### src/rtl/mem_arbiter.sv
// Two-port round-robin arbiter in front of a single wait-state memory bus.
// The instruction port is read-only; the data port can read or write. Every output is registered.
module mem_arbiter #(
  parameter int DATA_W     = 32,
  parameter int ADDR_W     = 16,
  parameter int WAIT_STATE = 2,
  parameter int TIMEOUT    = 15
) (
  input  logic              clock,
  input  logic              reset,
  input  logic              i_req,
  input  logic [ADDR_W-1:0] i_addr,
  output logic              i_gnt,
  output logic              i_done,
  output logic [DATA_W-1:0] i_rdata,
  input  logic              d_req,
  input  logic              d_we,
  input  logic [ADDR_W-1:0] d_addr,
  input  logic [DATA_W-1:0] d_wdata,
  output logic              d_gnt,
  output logic              d_done,
  output logic [DATA_W-1:0] d_rdata,
  output logic              err,
  output logic              MEnable,
  output logic              MRead,
  output logic              MWrite,
  output logic [ADDR_W-1:0] MAddress,
  output logic [DATA_W-1:0] MWriteData,
  input  logic [DATA_W-1:0] MReadData,
  input  logic              MReady
);

  localparam int CNT_MAX = (TIMEOUT > WAIT_STATE + 1) ? TIMEOUT : WAIT_STATE + 1;
  localparam int CNT_W   = $clog2(CNT_MAX + 1);

  typedef enum logic [2:0] {IDLE, ISSUE, WAIT_RD, WAIT_WR, DONE} state_t;

  state_t             state, state_next;
  logic [CNT_W-1:0]   cnt, cnt_next, cnt_inc;
  logic               seen_low, seen_low_next;
  logic               prefer_i, prefer_i_next;
  logic               sel_d, sel_d_next;
  logic               lat_we, lat_we_next;
  logic               pick_d;
  logic [ADDR_W-1:0]  addr_next;
  logic [DATA_W-1:0]  wdata_next, i_rdata_next, d_rdata_next;
  logic               i_gnt_next, d_gnt_next, i_done_next, d_done_next, err_next;
  logic               men_next, mrd_next, mwr_next;

  // Saturating increment so the counter can never wrap back to zero.
  assign cnt_inc = (cnt == '1) ? cnt : cnt + 1'b1;
  assign pick_d  = d_req && (!i_req || !prefer_i);

  always_comb begin
    state_next    = state;
    cnt_next      = cnt;
    seen_low_next = seen_low;
    prefer_i_next = prefer_i;
    sel_d_next    = sel_d;
    lat_we_next   = lat_we;
    addr_next     = MAddress;
    wdata_next    = MWriteData;
    i_rdata_next  = i_rdata;
    d_rdata_next  = d_rdata;
    i_gnt_next    = 1'b0;
    d_gnt_next    = 1'b0;
    i_done_next   = 1'b0;
    d_done_next   = 1'b0;
    err_next      = 1'b0;
    men_next      = 1'b0;
    mrd_next      = 1'b0;
    mwr_next      = 1'b0;
    unique case (state)
      IDLE: begin
        // ISSUE-cycle outputs are loaded here so they are registered on entry.
        if (MReady && (i_req || d_req)) begin
          sel_d_next    = pick_d;
          prefer_i_next = pick_d;
          lat_we_next   = pick_d && d_we;
          addr_next     = pick_d ? d_addr : i_addr;
          wdata_next    = pick_d ? d_wdata : MWriteData;
          men_next      = 1'b1;
          mrd_next      = !(pick_d && d_we);
          mwr_next      = pick_d && d_we;
          i_gnt_next    = !pick_d;
          d_gnt_next    = pick_d;
          state_next    = ISSUE;
        end
      end
      ISSUE: begin
        cnt_next      = '0;
        seen_low_next = 1'b0;
        state_next    = lat_we ? WAIT_WR : WAIT_RD;
      end
      WAIT_WR: begin
        if (cnt == CNT_W'(WAIT_STATE)) begin
          d_done_next = sel_d;
          i_done_next = !sel_d;
          state_next  = DONE;
        end else begin
          cnt_next = cnt_inc;
        end
      end
      WAIT_RD: begin
        if (seen_low && MReady) begin
          if (sel_d) d_rdata_next = MReadData;
          else       i_rdata_next = MReadData;
          d_done_next = sel_d;
          i_done_next = !sel_d;
          state_next  = DONE;
        end else if (cnt == CNT_W'(TIMEOUT - 1)) begin
          err_next   = 1'b1;
          state_next = IDLE;
        end else begin
          cnt_next = cnt_inc;
          if (!MReady) seen_low_next = 1'b1;
        end
      end
      DONE:    state_next = IDLE;
      default: state_next = IDLE;
    endcase
  end

  always_ff @(posedge clock or negedge reset) begin
    if (!reset) begin
      state      <= IDLE;
      cnt        <= '0;
      seen_low   <= 1'b0;
      prefer_i   <= 1'b0;
      sel_d      <= 1'b0;
      lat_we     <= 1'b0;
      MAddress   <= '0;
      MWriteData <= '0;
      i_rdata    <= '0;
      d_rdata    <= '0;
      i_gnt      <= 1'b0;
      d_gnt      <= 1'b0;
      i_done     <= 1'b0;
      d_done     <= 1'b0;
      err        <= 1'b0;
      MEnable    <= 1'b0;
      MRead      <= 1'b0;
      MWrite     <= 1'b0;
    end else begin
      state      <= state_next;
      cnt        <= cnt_next;
      seen_low   <= seen_low_next;
      prefer_i   <= prefer_i_next;
      sel_d      <= sel_d_next;
      lat_we     <= lat_we_next;
      MAddress   <= addr_next;
      MWriteData <= wdata_next;
      i_rdata    <= i_rdata_next;
      d_rdata    <= d_rdata_next;
      i_gnt      <= i_gnt_next;
      d_gnt      <= d_gnt_next;
      i_done     <= i_done_next;
      d_done     <= d_done_next;
      err        <= err_next;
      MEnable    <= men_next;
      MRead      <= mrd_next;
      MWrite     <= mwr_next;
    end
  end

endmodule

### config.mk
export PLATFORM = sky130hd
export DESIGN_NAME = mem_arbiter
export DESIGN_NICKNAME = d
export VERILOG_FILES = /design/src/rtl/mem_arbiter.sv
export SDC_FILE = /design/constraint.sdc
export NUM_CORES = 1
export LEC_CHECK = 0
export CELL_PAD_IN_SITES_DETAIL_PLACEMENT = 0
export CELL_PAD_IN_SITES_GLOBAL_PLACEMENT = 1
export CORE_ASPECT_RATIO = 1.5
export CORE_MARGIN = 1.5
export CORE_UTILIZATION = 33
export CTS_CLUSTER_DIAMETER = 80
export CTS_CLUSTER_SIZE = 28
export DETAILED_ROUTE_END_ITERATION = 8
export PLACE_DENSITY = 0.76
export SETUP_SLACK_MARGIN = 0.1
export SLEW_MARGIN = 25
export SYNTH_ARGS = -nofsm -noshare
export SYNTH_HDL_FRONTEND = slang
export SYNTH_SLANG_ARGS = --single-unit
export TNS_END_PERCENT = 100
### constraint.sdc
create_clock -name clock -period 2.6 [get_ports clock]
set_clock_uncertainty 0.1 [all_clocks]
set_input_delay 0.78 -clock clock [delete_from_list [all_inputs] [get_ports clock]]
set_output_delay 0.78 -clock clock [all_outputs]
set_load 0.02 [all_outputs]
# Yosys cells after proc, flatten, opt, wreduce, memory -nomap -nowiden
# Cells that the tools add are included.
# totals
register_bits	130
input_bits	102
output_inout_bits	120
elab_cells	87
# op_classes
add_sub_neg	1
n_eq_ne	13
n_mux	35
bitwise_logic	1
reduce_logical	20
# op_table
operator	count
$mux 1	21
$mux 16	1
$mux 4	4
$mux 3	4
$ne 2x2->1 const B	6
$pmux 3 s4	1
$pmux 4 s3	1
$reduce_and 3->1	4
$eq 4x4->1 const B	2
$reduce_and 4->1	2
$eq 3x2->1 const B	2
$pmux 1 s2	3
$add 4x1->4 const B	1
$eq 4x2->1 const B	1
$logic_and 1x1->1	4
$logic_not 1->1	4
$eq 3x1->1 const B	1
$logic_not 3->1	1
$ne 3x3->1 const B	1
$reduce_bool 3->1	1
$logic_or 1x1->1	2
$reduce_and 2->1	1
$reduce_bool 2->1	1
$not 1->1	1

# Depth between registers and ports, before layout
# Gate-level depths: netlist of run 1.
# depth
depth_word	7
ltp_mapped	7
depth_no_buf	6

# Worst setup path after synthesis of run 1
# No wires, ideal clock.
# synth_timing
kind	input-to-reg
startpoint	in MReady
endpoint	reg MWriteData[0]
setup_time_ns	0.125
arrival_time_ns	2.038
path_slack_ns	0.337
path_stages	7
n_path_buf	2
path_cell_list	nand2b_1 > or4_1 > buf_2 > clkinv_4 > nand2_4 > buf_6 > mux2_4
# synth_via
elab_chain_len	2
# synth_lines
element	line	rtl
start, declared	30	input logic MReady
$logic_and 1x1->1	76	if (MReady && (i_req || d_req)) begin
$reduce_and 3->1 (no line)	-	
end signal, assigned	152	MWriteData <= wdata_next;
end, declared	28	output logic [DATA_W-1:0] MWriteData,
# Every way passes these cells.
# A chain may end at the register's enable or synchronous reset.

# Worst setup path in the final report of run 1
# layout_timing
startpoint	in MReady
endpoint	reg MWriteData[24]
# Same word-level chain as after synthesis.

==> metrics.yaml, run 1 <==
antenna_found_initial: 0
crit_chain: "clkdlybuf4s50_1 -> nand2b_1 -> or4_1 -> clkinv_4 -> nand2_4 -> buf_12 -> mux2_4"
antenna_cells: 0
grt_max_degree: 58
grt_use_total_pct: 15.5
cp_slowest_cell: "or4_1"
tightest_slew_ps: 436
cts_sinks: 130
antenna_left: 0
routed_wl_microns: 12400
synth_flop_cell: "dfrtp_1"
dpl_cell_area_sq_mm: 0.00779
yosysUniqueCellTypes: 41
dp_slack_ps: -171
synth_cells: 354
final.fill_count: 1383
rr_startpoint: "state[1]$_DFFE_PN0P_"
post_cts_resized: 0
gp_congestion: 0.754
crit_path_max_incr_delay_ps: 550
nets: 695
drcViolationCount: 0
hp-class: "primary input to asynchronous set/reset pin"
peakVddDrop_v: 0.000576
path_max_fanout: 24
drt-initial-drc-count: 124
r2r_slack_ps: 660
grt_pass1_wl_microns: 20200
portBuffers: 221
seq_area_frac_synth_pct: 62.0
hpwl_microns: 8990
max-cap-violations: 0
finish.instance_area_sq_mm: 0.00840
worst_slack_ps: 263
cts_buffers: 17
synth-edff-count: 0
holdWs_ps: 220
maxSlewViolCount: 0
synth_area_sq_mm: 0.00525
syn2layout_area_growth_pct: 60.0
firstDrtPassIters: 6
p_leak_nw: 3.73
rsz0062_at_grt: "false"
finalSetupViolations: 0
p_per_area_mw_per_mm2: 1270
cts_hold_buf: 0
core_area_sq_mm: 0.0156
routed-via-count: 3696
post-route-period-util_pct: 89.9
cp-start-kind: "primary input"
post-cts-setup-buffers: 0
min_period_ps: 2340
endpoint_kind: "register"
fmax_mhz: 428
core.rowCount: 56
io_pins: 222
dieArea_sq_mm: 0.0167
start_util_pct: 33.6
die_y_microns: 157
grt_pass1_vias: 4074
seqCellArea_sq_mm: 0.00325
clock_insertion_delay_worst_skew_ps: 400
hold_viol_final: 0
slew_headroom_pct: 70.9
status: "finished, final reports clean"
synth_seq_cells: 130
ff2ff_path_depth: 5
die_w_microns: 106
r2r-end: "MWriteData[24]$_DFFE_PN0P_"
multiInputGateArea_sq_mm: 0.00187
cts_root_buf: "clkbuf_16"
postSynthNetCount: 458
arrival_ps: 2520
cts_tree: "built"
viasPerCell: 4.58
clock_tree.htree_level_count: 4
cts_max_path_buffers: 2
crit_required_ps: 2780
yosysWarnings: 0
overflow: 0
drive_gt1_share_pct: 24.5
syn-mean-instance-area_sq_um: 14.8
wl_per_cell_microns: 15.4
setup.worst_path.class: "primary input to register"
clk_pin_slew_ps: 60
async_flop_share_pct: 100
[how the worst max path moves through the flow]
stage,start,to,slack [ps]
after floorplan,MReady,MWriteData[0]$_DFFE_PN0P_,340
after global placement,MReady,MWriteData[19]$_DFFE_PN0P_,-160
after detailed placement,MReady,MWriteData[26]$_DFFE_PN0P_,-170
after CTS,MReady,MWriteData[31]$_DFFE_PN0P_,260
after global routing,MReady,MWriteData[15]$_DFFE_PN0P_,210
final,MReady,MWriteData[24]$_DFFE_PN0P_,260
[metal layers]
layer | part of all wire [%] | routed length (microns) | GRT usage (%)
met5 | 0 | 0 | 0
met4 | 2.0 | 249 | 6.63
met3 | 7.4 | 920 | 5.13
met2 | 50 | 6270 | 27.1
met1 | 40 | 4990 | 17.3
[synthesized netlist by cell type (2+ instances only)]
| cell type | instances | area (sq um) |
|---|---|---|
| o21ai_0 | 18 | 90.1 |
| mux2i_1 | 16 | 160 |
| dfrtp_1 | 130 | 3250 |
| mux2_4 | 28 | 420 |
| a21oi_1 | 3 | 15.0 |
| o211ai_1 | 2 | 15.0 |
| mux2_2 | 68 | 766 |
| nand2_1 | 22 | 82.6 |
| inv_1 | 4 | 15.0 |
| clkbuf_1 | 5 | 18.8 |
| buf_2 | 9 | 45.0 |
| a21o_1 | 2 | 15.0 |
| buf_6 | 4 | 45.0 |
| or3_1 | 2 | 12.5 |
| nand3_1 | 5 | 25.0 |
| nand2b_1 | 3 | 18.8 |
| nor3_1 | 2 | 10.0 |
| nor2_1 | 7 | 26.3 |
| ha_1 | 2 | 25.0 |
[cells by family after synthesis]
kind of cell             Yosys count  share of synthesized area [%]
AO/OA/AOI/OAI                     34                           4.00
buffers and inverters             24                           2.67
flip-flops                       130                           62.0
AND/OR/NAND/NOR                   51                           5.01
adder cells (fa/ha/maj)            2                          0.477
multiplexers                     113                           25.9
[registers in the layout, summed over array words and instances (netlist names)]
signal and cells:
d_rdata 32, i_gnt 1, MRead 1, sel_d 1
MWriteData 32, cnt 4, d_done 1, MAddress 16
d_gnt 1, lat_we 1, MEnable 1, i_rdata 32
i_done 1, MWrite 1, err 1, seen_low 1
state 3
[per-stage QoR]
stage | util, % | total power [mW] | setup TNS (ps) | std cells
after floorplan | - | 5.97 | 0 | 354
after global placement | 49.9 | 8.24 | -6120 | 775
after detailed placement | 49.9 | 8.34 | -7390 | 775
after CTS | 53.8 | 10.9 | 0 | 807
after global routing | 53.8 | 11.3 | 0 | 807
final | 53.8 | 10.7 | 0 | 807
[report_power, final]
part	switching [mW]	leakage (nW)	internal (mW)
registers	0.527	1.60	2.96
logic	2.16	1.83	2.60
clock network	0.922	0.291	1.52
total	3.61	3.73	7.08
[placed cells by master, fill, tap and decap left out, types with 3 or more instances in the layout]
| cell | count |
|---|---|
| bufinv_16 | 3 |
| mux2_4 | 28 |
| inv_6 | 3 |
| buf_12 | 5 |
| mux2_2 | 68 |
| clkinv_4 | 6 |
| o21ai_0 | 18 |
| buf_4 | 12 |
| nand2_1 | 22 |
| nor2_1 | 7 |
| nand2b_1 | 3 |
| clkbuf_16 | 17 |
| clkdlybuf4s50_1 | 220 |
| dfrtp_1 | 130 |
| mux2i_1 | 16 |
| inv_1 | 4 |
| a21oi_1 | 3 |
| nand3_1 | 5 |
[area by class of cell]
cell class	count	share of cell area (%)
clock buffer	18	5.11
clock inverter	14	2.14
inverter	5	0.283
multi-input combinational	200	22.2
sequential	130	38.7
tap	203	3.02
timing repair buffer	237	28.5
[worst max-delay path, delay by kind of cell]
kind / cells / cell delay [ps]
and+or+nand+nor: 3 / 680
buffers and inverters: 3 / 740
muxes: 1 / 310
No activity file was read; power rests on OpenSTA's default activity.
==> run 2: changes to the inputs <==
- CTS_CLUSTER_DIAMETER: 80 -> unset
==> results of run 2 <==
Final layout, timing and power as in run 1 (identical DEF).
==> RTL change: new RTL, settings of run 2 <==
The parameter `WAIT_STATE` goes from 2 to 4.
--- a/src/rtl/mem_arbiter.sv
+++ b/src/rtl/mem_arbiter.sv
@@ -3,7 +3,7 @@
 module mem_arbiter #(
   parameter int DATA_W     = 32,
   parameter int ADDR_W     = 16,
-  parameter int WAIT_STATE = 2,
+  parameter int WAIT_STATE = 4,
   parameter int TIMEOUT    = 15
 ) (
   input  logic              clock,
Check against the original RTL: not equivalent (Yosys sat finds a counterexample within 10 cycles, from zero or initial values and one cycle with reset low).
==> RTL change against run 2 <==
Wire length rose by 5.4%; area after synthesis up 0.69%; non-clock buffer count up 3; power about the same; cell count is 0.25% higher; utilization grew 0.056 points; sequential cell count is the same; setup slack improved by 0.020 ns; final area increased by 0.10%; sequential power grew 1%; critical path type unchanged; largest power group unchanged.
==> RTL change: results (changes against run 2) <==
dp_cells: 778  # +0.39%
seq_share_pct: 38.7  # -0.040 points
die_x_um: 106  # +0.33%
drive_gt1_share_pct: 24.3  # -0.25 points
clk_share_pct: 6.95  # -0.31 points
synth_cells: 354  # unchanged
critical_path_class: "input pin to flop"
clock_buffers: 17  # -1
grt_pass1_vias: 4099  # +0.61%
placed_area_um2: 7830  # +0.43%
syn_nets: 459  # +0.22%
synth_area_leaders: "dfrtp_1 (62%), mux2_2 (13%), mux2_4 (8.0%), mux2i_1 (3.4%), mux2_1 (1.9%)"
nNonClkBuffers: 240  # +1.3%
first_pass_iters: 4  # -2
status: "finished clean"
wl_met3_um: 915  # -0.54%
grt_use_met3_pct: 4.41  # -0.73 points
wl_met2_um: 6930  # +11%
htreeDepth: 4  # unchanged
ys_top_cells_by_count: "dfrtp_1 (130), mux2_2 (62), mux2_4 (28)"
rr_endpoint: "cnt[2]"
crit_path_top_delay_cell: "clkdlybuf4s50_1"
synth.distinct_cells: 35  # -15%
cts_setup_buffers: 0  # unchanged
clk_pin_slew_ns: 0.06  # about the same
irDropWorstVdd_v: 0.000563  # -2.1%
grt_max_degree: 59  # +1.7%
post_drt_wl_per_cell_um: 16.2  # +5.1%
final_nets: 699  # +0.58%
hp-class: "input pin to asynchronous set/reset pin"
use_met1_pct: 18.6  # +1.3 points
wirelength_met1_um: 5030  # +0.78%
place_ws_ns: -0.130  # +0.0412 ns
clock_latency_ns: 0.41
wl_um: 13100  # +5.4%
use_met2_pct: 28.6  # +1.5 points
timing.slew.headroom_pct: 75.6  # +4.7 points
nonClkBufAreaFrac_pct: 28.7  # +0.24 points
p_leak_nw: 3.76  # +0.83%
fin_hold_ws_ns: 0.190  # -0.0303 ns
drtIter0Drc: 88  # -29%
async_reset_ff_share_pct: 100  # unchanged
switching_share_pct: 34.3  # +0.54 points
dp_hpwl_um: 9740  # +8.4%
multi_input_gates: 200  # unchanged
gp_congestion: 0.749  # -0.68%
grt.total_usage_pct: 16.3  # +0.72 points
max_stage_delay_ns: 0.42  # -0.13 ns
grt_pass1_wl_um: 21100  # +4.5%
ctsResizeCount: 0  # unchanged
worstPathMaxFanout: 4  # -83%
crit_arrival_ns: 2.50  # -0.02 ns
r2r_start: "cnt[0]"
ys_seq_area_share_pct: 61.6  # -0.43 points
avgViaCountPerCell: 4.59  # +0.24%
multi_input_area_share_pct: 22.3  # +0.11 points
fill_cells: 1336  # -3.4%
fin_crit_ns: 2.32  # -0.0200 ns
reg2reg_slack_ns: 0.48  # -0.18 ns
[RTL change: cell types whose count changed after synthesis, moves of 3 or more]
cell	before	now
mux2_1	1	9
nand2_1	22	26
o21ai_1	0	5
nand3_1	5	2
o21ai_0	18	15
mux2_2	68	62
[RTL change: power by group through the flow]
stage	combinational, mW	sequential (mW)	clock [mW]
2_1_floorplan	1.48	4.54	0
3_3_place_gp	4.79	3.52	0
3_5_place_dp	4.87	3.57	0
4_1_cts	4.88	3.55	2.42
5_1_grt	5.10	3.67	2.54
6_report	4.81	3.54	2.35
[RTL change: cells by family after synthesis]
group | Yosys count | share of synthesized area [%]
XOR/XNOR | 2 | 0.331
adder cells (fa/ha/maj) | 3 | 0.710
AO/OA/AOI/OAI | 27 | 2.91
multiplexers | 117 | 26.5
buffers and inverters | 24 | 3.03
flip-flops | 130 | 61.6
AND/OR/NAND/NOR | 51 | 4.97
